[config.mk]
export PLATFORM = sky130hd
export DESIGN_NAME = tl_arbiter_flat
export DESIGN_NICKNAME = d
export VERILOG_FILES = /design/src/rtl/tl_arbiter_if.sv /design/src/rtl/tl_arbiter.sv /design/src/flat_wrapper.sv
export SDC_FILE = /design/constraint.sdc
export NUM_CORES = 1
export LEC_CHECK = 0
export ABC_AREA = 1
export BUFFER_PORTS_ARGS = -buffer_cell sky130_fd_sc_hd__buf_2
export CAP_MARGIN = 20
export CORE_ASPECT_RATIO = 0.7
export CORE_MARGIN = 10
export CORE_UTILIZATION = 30
export CTS_BUF_LIST = sky130_fd_sc_hd__clkbuf_8
export DETAILED_ROUTE_END_ITERATION = 12
export PLACE_DENSITY = 0.56
export SLEW_MARGIN = 5
export SYNTH_ARGS = -nofsm -noshare
export SYNTH_HDL_FRONTEND = slang
export SYNTH_SLANG_ARGS = --single-unit
export TNS_END_PERCENT = 50
[constraint.sdc]
create_clock -name clk -period 1.5 [get_ports clk]
set_input_delay 0.15 -clock clk [delete_from_list [all_inputs] [get_ports clk]]
set_output_delay 0.15 -clock clk [all_outputs]
set_load 0.02 [all_outputs]
[src/rtl/tl_arbiter_if.sv]
// Handshake bundle between tl_arbiter, its four source FIFOs and the downstream FIFO.
// master: the arbiter side; slave: the FIFO/environment side.
interface tl_arbiter_if;
  logic [3:0]  empty_in;
  logic [11:0] data_in0;
  logic [11:0] data_in1;
  logic [11:0] data_in2;
  logic [11:0] data_in3;
  logic        almost_full_in;
  logic [3:0]  pop;
  logic        push;
  logic [11:0] data_out;
  logic [3:0]  state;
  logic [1:0]  active_src;

  modport master (
    input  empty_in, data_in0, data_in1, data_in2, data_in3, almost_full_in,
    output pop, push, data_out, state, active_src
  );

  modport slave (
    output empty_in, data_in0, data_in1, data_in2, data_in3, almost_full_in,
    input  pop, push, data_out, state, active_src
  );
endinterface

[src/rtl/tl_arbiter.sv]
// Four-source FIFO merge arbiter: round-robin by default, fixed priority 0>1>2>3 when
// TL_ARB_STRICT_PRIO_EN is defined. Pop in cycle N yields a registered push in cycle N+2.
module tl_arbiter (
  input  logic         clk,
  input  logic         reset,
  tl_arbiter_if.master bus
);

  typedef enum logic [3:0] {
    StReset  = 4'b0001,
    StInit   = 4'b0010,
    StIdle   = 4'b0100,
    StActive = 4'b1000
  } state_e;

  state_e      state_q, state_d;
  logic        any_ready;
  logic        grant_vld;
  logic [1:0]  grant_idx;
  logic        pop_en;
  logic        inflight_q;
  logic [1:0]  inflight_src_q;
  logic        push_q;
  logic [11:0] data_q;
  logic [11:0] sel_data;
  logic [1:0]  active_src_q;

  assign any_ready = ~&bus.empty_in;

  always_ff @(posedge clk or negedge reset) begin
    if (!reset) state_q <= StReset;
    else        state_q <= state_d;
  end

  always_comb begin
    state_d = state_q;
    unique case (state_q)
      StReset:  state_d = StInit;
      StInit:   state_d = StIdle;
      StIdle:   if (any_ready && !bus.almost_full_in) state_d = StActive;
      StActive: if (!any_ready || bus.almost_full_in) state_d = StIdle;
      default:  state_d = StReset;
    endcase
  end

`ifdef TL_ARB_STRICT_PRIO_EN
  always_comb begin
    grant_vld = 1'b0;
    grant_idx = 2'd0;
    for (int i = 3; i >= 0; i--) begin
      if (!bus.empty_in[i]) begin
        grant_vld = 1'b1;
        grant_idx = 2'(i);
      end
    end
  end
`else
  logic [1:0] ptr_q;
  logic [1:0] cand;

  // Scan downward so the candidate closest to ptr_q is the last (winning) assignment.
  always_comb begin
    grant_vld = 1'b0;
    grant_idx = ptr_q;
    cand      = 2'd0;
    for (int k = 3; k >= 0; k--) begin
      cand = ptr_q + 2'(k);
      if (!bus.empty_in[cand]) begin
        grant_vld = 1'b1;
        grant_idx = cand;
      end
    end
  end

  always_ff @(posedge clk or negedge reset) begin
    if (!reset)      ptr_q <= 2'd0;
    else if (pop_en) ptr_q <= grant_idx + 2'd1;
  end
`endif

  always_comb begin
    pop_en    = (state_q == StActive) && !bus.almost_full_in && grant_vld;
    bus.pop   = pop_en ? (4'(1) << grant_idx) : 4'b0000;
    bus.state = state_q;
  end

  always_comb begin
    sel_data = bus.data_in0;
    unique case (inflight_src_q)
      2'd0: sel_data = bus.data_in0;
      2'd1: sel_data = bus.data_in1;
      2'd2: sel_data = bus.data_in2;
      2'd3: sel_data = bus.data_in3;
      default: sel_data = bus.data_in0;
    endcase
  end

  // Source read data arrives one cycle after the pop; capture it then and push next cycle.
  always_ff @(posedge clk or negedge reset) begin
    if (!reset) begin
      inflight_q     <= 1'b0;
      inflight_src_q <= 2'd0;
      push_q         <= 1'b0;
      data_q         <= 12'h000;
      active_src_q   <= 2'd0;
    end else begin
      inflight_q <= pop_en;
      push_q     <= inflight_q;
      if (pop_en) begin
        inflight_src_q <= grant_idx;
        active_src_q   <= grant_idx;
      end
      if (inflight_q) data_q <= sel_data;
    end
  end

  assign bus.push       = push_q;
  assign bus.data_out   = data_q;
  assign bus.active_src = active_src_q;

endmodule
[src/flat_wrapper.sv]
// flat-port wrapper written by rule: the top's interface ports become plain ports
module tl_arbiter_flat 
  (clk, reset, bus_empty_in, bus_data_in0, bus_data_in1, bus_data_in2, bus_data_in3, bus_almost_full_in, bus_pop, bus_push, bus_data_out, bus_state, bus_active_src);
  tl_arbiter_if bus_i ();
  input  logic clk;
  input  logic reset;
  input wire logic [$bits(bus_i.empty_in)-1:0] bus_empty_in;
  input wire logic [$bits(bus_i.data_in0)-1:0] bus_data_in0;
  input wire logic [$bits(bus_i.data_in1)-1:0] bus_data_in1;
  input wire logic [$bits(bus_i.data_in2)-1:0] bus_data_in2;
  input wire logic [$bits(bus_i.data_in3)-1:0] bus_data_in3;
  input wire logic [$bits(bus_i.almost_full_in)-1:0] bus_almost_full_in;
  output wire logic [$bits(bus_i.pop)-1:0] bus_pop;
  output wire logic [$bits(bus_i.push)-1:0] bus_push;
  output wire logic [$bits(bus_i.data_out)-1:0] bus_data_out;
  output wire logic [$bits(bus_i.state)-1:0] bus_state;
  output wire logic [$bits(bus_i.active_src)-1:0] bus_active_src;
  assign bus_i.empty_in = bus_empty_in;
  assign bus_i.data_in0 = bus_data_in0;
  assign bus_i.data_in1 = bus_data_in1;
  assign bus_i.data_in2 = bus_data_in2;
  assign bus_i.data_in3 = bus_data_in3;
  assign bus_i.almost_full_in = bus_almost_full_in;
  assign bus_pop = bus_i.pop;
  assign bus_push = bus_i.push;
  assign bus_data_out = bus_i.data_out;
  assign bus_state = bus_i.state;
  assign bus_active_src = bus_i.active_src;
  tl_arbiter u_core (.clk(clk), .reset(reset), .bus(bus_i));
endmodule
==> impl_metrics.yaml, run 1 <==
yosys:
  ys_ff_latch: 22
  yosysWarnings: 0
  synth-async-reset-ratio_pct: 100
  avgSynthCellArea_um2: 6.89
  yosys-top-cells-count: "84 x nand2_1, 21 x dfrtp_1, 18 x inv_1"
  synth_edf_count: 0
  synth_flop_cell: "dfrtp_1"
  yosys.area.top_type: "dfrtp_1"
  ys_seq_area_share_pct: 38.9
  syn_nets: 261
  yosys-top-cells-area: "dfrtp_1 37%, nand2_1 22%, a41oi_1 4.9%"
  syn_inst: 206
  netlist_area_um2: 1420
  synth.most_common_cell: "nand2_1"
  yosysTopAreaCellShare_pct: 37.0
  ys_types: 23
global_routing:
  grt.total_usage_pct: 12.4
  busiest_layer: "met2"
  antenna_found_initial: 0
  overflow: 0
  met2_usage_pct: 19.3
  grt_use_met3_pct: 3.54
  grt_start_max_net_pins: 23
  grt_pass1_vias: 1689
  grt_pass1_wl_mm: 8.17
  met1_usage_pct: 16.6
worst_setup_path:
  reg2reg_to: "u_core.ptr_q[1]$_DFFE_PN0P_"
  timing.rr.start: "u_core.ptr_q[0]$_DFFE_PN0P_"
  crit_type: "reg -> out"
  r2r_setup_slack_ns: -0.31
  path_max_fanout: 6
  r2r.worst_path.cells: 13
  worstPathArrival_ns: 1.79
  required_ns: 1.35
  worst_setup_path_end_kind: "output pin"
  setup.worst_path.start_class: "flop"
detailed_routing:
  drt_iter0_markers: 78
  vias_per_cell: 4.63
  wl_per_cell_um: 13.9
  drtAntennaViolNets: 0
  drt_wl_total_mm: 5.03
  drc_errors: 0
  drt_pass1_iterations: 4
  vias: 1680
clock_network:
  cts_buffer_depth: 2
  cts_inserted_buffers: 3
  path_clk_slew_ns: 0.08
  clk_latency_ns: 0.26
  cts_max_level: 1
  clock-sinks: 22
  clockRootBuffer: "clkbuf_8"
  cts_tree: "yes"
timing:
  drv_slew: 0
  rsz0062_at_grt: "true"
  setup_viol: 7
  slew_headroom_pct: 67.3
  worst-slew-pin-transition_ns: 0.490
  finalHoldViolCount: 0
  skew_ns: 0.00228
  max_freq_mhz: 517
  period_needed_ns: 1.94
  fin_crit_sh_pct: 129
  fin_ws_ns: -0.435
pwr:
  pwr-share-seq_pct: 25.2
  p_leak_nw: 1.24
  p_clk_share_pct: 10.0
  switchingPower_w: 0.00200
  switching_share_pct: 48.2
  vdd_drop_max_uv: 778
  combPwrFrac_pct: 64.8
  p_int_w: 0.00216
  power_density_nw_per_um2: 1870
cells_and_area:
  fin_nets: 364
  stdcell_count: 363
  antenna_cells: 0
  drive_gt1_share_pct: 47.4
  synthToLayoutAreaGrowth_pct: 56.8
  fin_area_um2: 2220
die:
  die_h_um: 77.5
  num_rows: 20
  io_pins: 78
  core_um2: 4450
  start_util_pct: 31.9
  fp.dieW_um: 102
  die_area_um2: 7920
placement:
  place_inst: 351
  place_area_um2: 2020
  hpwl_mm: 4.06
  routabilityCongestion: 0.868
  portBuffers: 77
run:
  maxCapViolCount: 0
min_path:
  hp-class: "in -> reg"
  min_path_cells: 3
  min_to: "u_core.bus.data_out[6]$_DFFE_PN0P_"
  worstHoldStart: "bus_data_in1[6]"
outcome:
  violations: "negative setup slack"
  outcome: "finished with violations"
==> layout by cell type, fill, tap and decap left out, types with 7 or more instances in the layout <==
cell type / synthesis / layout
a21oi_1: 11 / 11
nor2_1: 15 / 12
dfrtp_1: 21 / 17
buf_4: 2 / 24
o21ai_0: 10 / 9
a41oi_1: 8 / 8
nand2_2: 6 / 13
nand2_1: 84 / 76
buf_2: 2 / 73
inv_1: 18 / 16
buf_6: 0 / 7
==> power groups by stage <==
stage	sequential (W)	clock (W)	combinational (W)
after global routing	0.00109	0.000468	0.00298
after global placement	0.00102	0	0.00245
after CTS	0.00105	0.000433	0.00265
final	0.00105	0.000416	0.00270
after detailed placement	0.00102	0	0.00244
after floorplan	0.00129	0	0.00129
==> registers in the layout, indices dropped and copies added, names as in the netlist <==
name	flops
u_core.inflight_src_q	2
u_core.bus.push	1
u_core.inflight_q	1
u_core.ptr_q	2
u_core.bus.data_out	12
u_core.bus.state	4
==> worst max-delay path by stage <==
stage,from,to
finish,u_core.ptr_q[0]$_DFFE_PN0P_,bus_pop[3]
global route,u_core.ptr_q[0]$_DFFE_PN0P_,bus_pop[0]
CTS,u_core.ptr_q[0]$_DFFE_PN0P_,bus_pop[3]
detailed placement,u_core.ptr_q[0]$_DFFE_PN0P_,bus_pop[3]
global placement,u_core.ptr_q[0]$_DFFE_PN0P_,bus_pop[3]
floorplan,u_core.bus.state[3]$_DFFE_PN0P_,bus_pop[3]
==> cell type report <==
class / instances / area (um2)
Clock buffer: 4 / 55.1
Fill cell: 444 / 2230
Inverter: 21 / 80.1
Multi-Input combinational cell: 155 / 822
Sequential cell: 22 / 557
Tap cell: 55 / 68.8
Timing Repair Buffer: 105 / 634
Timing Repair inverter: 1 / 7.51
==> what timing repair did <==
item	4_1_cts	5_1_grt
pin swaps	6	4
gates resized for setup	26	4
setup buffers	4	2
gates cloned	1	0
hold buffers	1	0
hold endpoints to repair	21	0
setup endpoints to repair	8	11
==> per-stage QoR <==
stage          util [%]  hold WS [ns]  setup TNS (ns)  total power (W)  setup WS, ns
2_1_floorplan         -        -0.146         -0.0868          0.00258       -0.0308
3_3_place_gp       45.4         0.152           -1.07          0.00347        -0.242
3_5_place_dp       45.4         0.142          -0.978          0.00347        -0.221
4_1_cts            49.4         0.167           -2.08          0.00413        -0.426
5_1_grt            49.9         0.171           -3.35          0.00454        -0.603
6_report           49.9         0.169           -2.23          0.00416        -0.435
==> routing by layer <==
metal	vias up	share of wire, %	wire length [um]
li1	878	-	-
met3	4	6.5	328
met4	0	0.95	48
met2	41	47	2370
met5	-	0	0
met1	757	45	2290
==> worst max-delay path: stages, from the launching register on <==
cell and delay, ns:
dfrtp_2 0.46, buf_4 0.15, nand2_1 0.07, nand2_2 0.07
nand2_1 0.07, nand2_2 0.07, nand2_2 0.08, nand4_2 0.16
nand2_2 0.12, nand2_2 0.07, nor2_4 0.08, buf_6 0.12
==> cells by family after synthesis <==
logic type	count (synthesis)	synth area share, %
compound gates	35	16.0
simple gates	120	36.7
flops	22	38.9
buf+inv	29	8.38
Note: power is estimated with default switching activity, not from simulation.
==> run 2: changes to the inputs <==
- BUFFER_PORTS_ARGS: -buffer_cell sky130_fd_sc_hd__buf_2 -> -buffer_cell sky130_fd_sc_hd__buf_4
- GPL_ROUTABILITY_DRIVEN: default -> 0
- PLACE_DENSITY: 0.56 -> 0.58
- clock period: 1.5 -> 1.7 ns (I/O delays scaled with it)
==> impl_metrics.yaml, run 2 (synthesized netlist as in run 1, its figures left out) <==
outcome:
  outcome: "finished with violations"
  violations: "negative setup slack"
pwr:
  p_leak_nw: 1.29
  vdd_drop_max_uv: 880
  power_density_nw_per_um2: 1620
placement:
  portBuffers: 77
  place_area_um2: 2120
  hpwl_mm: 4.12
  place_ws_ns: 0.0142
die:
  die_h_um: 77.5
  start_util_pct: 31.9
  io_pins: 78
  num_rows: 20
  fp.dieW_um: 102
  die_area_um2: 7920
  core_um2: 4450
min_path:
  min_to: "u_core.bus.data_out[2]$_DFFE_PN0P_"
  worstHoldStart: "bus_data_in2[2]"
  min_path_cells: 3
  hp-class: "in -> reg"
worst_setup_path:
  worstPathArrival_ns: 1.81
  max_stage_delay_ns: 0.48
  setup.worst_path.start_class: "flop"
  reg2reg_to: "u_core.inflight_src_q[1]$_DFFE_PN0P_"
  slowest_stage: "dfrtp_2"
  timing.rr.start: "u_core.ptr_q[0]$_DFFE_PN0P_"
  critPathTopFamily: "simple AND/OR/NAND/NOR gates"
  path_buf_inv: 2
  worst_setup_path_end_kind: "output pin"
  path_cells: "inv_2 -> nand2_1 -> nand2_2 -> nand2_1 -> nand2_2 -> nand2_4 -> nand3_2 -> nand2_2 -> nand2_2 -> nand2_1 -> nor2_1 -> buf_4"
  r2r_setup_slack_ns: -0.14
  required_ns: 1.53
  path_max_fanout: 6
  r2r.worst_path.cells: 14
  crit_type: "reg -> out"
  cpMostUsedCell: "nand2_2"
timing:
  finalHoldViolCount: 0
  max_freq_mhz: 505
  period_needed_ns: 1.98
  setup_viol: 5
  drv_slew: 0
  skew_ns: 0.00701
  rsz0062_at_grt: "true"
  slew_headroom_pct: 69.6
  fin_ws_ns: -0.280
  fin_crit_sh_pct: 116
  worst-slew-pin-transition_ns: 0.455
global_routing:
  grt.total_usage_pct: 12.8
  met2_usage_pct: 20.5
  grt_pass1_vias: 1701
  antenna_found_initial: 0
  grt_start_max_net_pins: 23
  grt_pass1_wl_mm: 8.27
  busiest_layer: "met2"
  overflow: 0
  grt_use_met3_pct: 3.72
  met1_usage_pct: 16.3
detailed_routing:
  drt_pass1_iterations: 4
  drt_wl_total_mm: 5.28
  vias: 1720
  drt_iter0_markers: 64
  wl_per_cell_um: 14.7
  drtAntennaViolNets: 0
  vias_per_cell: 4.79
  drc_errors: 0
clock_network:
  cts_tree: "yes"
  path_clk_slew_ns: 0.08
  cts_max_level: 1
  cts_buffer_depth: 2
  clockRootBuffer: "clkbuf_8"
  cts_inserted_buffers: 3
  clock-sinks: 22
  clk_latency_ns: 0.26
run:
  maxCapViolCount: 0
cells_and_area:
  final_common_cell: "buf_4"
  layout_common_cells: "95 x buf_4, 75 x nand2_1, 19 x dfrtp_1"
  n_fill_cell: 444
  drive_gt1_share_pct: 45.4
  fin_util_pct: 53.2
  fin_area_um2: 2370
  antenna_cells: 0
  synthToLayoutAreaGrowth_pct: 67.0
  fin_nets: 360
  largest_register_ffs: 12
-- run 2: area by class of cell --
| class | count | area [um2] | area share [%] |
|---|---|---|---|
| sequential | 22 | 554 | 23.4 |
| tap | 55 | 68.8 | 2.90 |
| multi-input combinational | 155 | 833 | 35.2 |
| clock inverter | 1 | 3.75 | 0.158 |
| inverter | 21 | 81.3 | 3.43 |
| timing repair buffer | 101 | 779 | 32.9 |
| clock buffer | 3 | 41.3 | 1.74 |
| timing repair inverter | 1 | 7.51 | 0.317 |
-- run 2: layer usage --
layer / vias up / routed length [um]
met2: 50 / 2610
met5: - / 0
met3: 6 / 313
met4: 0 / 65
li1: 869 / -
met1: 795 / 2290
-- run 2: repair_timing --
action	4_1_cts	5_1_grt
gates cloned	1	0
pin swaps	12	6
setup endpoints to repair	4	6
endpoints found under the hold margin	21	0
setup buffers	9	1
resized for setup	24	7
hold buffers	1	0
-- run 2: worst max-delay path by stage --
stage                             to                       startpoint  cells after the start
after floorplan           bus_pop[0]  u_core.bus.state[1]$_DFFE_PN0P_                      6
after global placement    bus_pop[3]      u_core.ptr_q[0]$_DFFE_PN0P_                     11
after detailed placement  bus_pop[3]      u_core.ptr_q[0]$_DFFE_PN0P_                     11
after CTS                 bus_pop[3]      u_core.ptr_q[0]$_DFFE_PN0P_                     10
after global routing      bus_pop[3]      u_core.ptr_q[0]$_DFFE_PN0P_                     12
final                     bus_pop[3]      u_core.ptr_q[0]$_DFFE_PN0P_                     12
-- run 2: metrics by stage --
| stage | setup TNS (ns) | hold WS (ns) | total power (W) | cells |
|---|---|---|---|---|
| after global placement | -0.0296 | 0.0769 | 0.00302 | 343 |
| after global routing | -1.89 | 0.204 | 0.00417 | 359 |
| after floorplan | 0 | -0.126 | 0.00222 | 206 |
| after detailed placement | 0 | 0.0783 | 0.00302 | 343 |
| final | -1.22 | 0.194 | 0.00385 | 359 |
| after CTS | -0.989 | 0.190 | 0.00375 | 358 |
-- run 2: worst min-delay path: stages --
cell and delay [ns]:
buf_4 0.11, nand2_1 0.05, a41oi_1 0.09
-- run 2: report_power, final --
part | internal, W | leakage, nW | total [W] | switching (W)
clock | 0.000161 | 0.0269 | 0.000327 | 0.000166
sequential | 0.000745 | 0.265 | 0.000933 | 0.000188
combinational | 0.00111 | 0.999 | 0.00259 | 0.00148
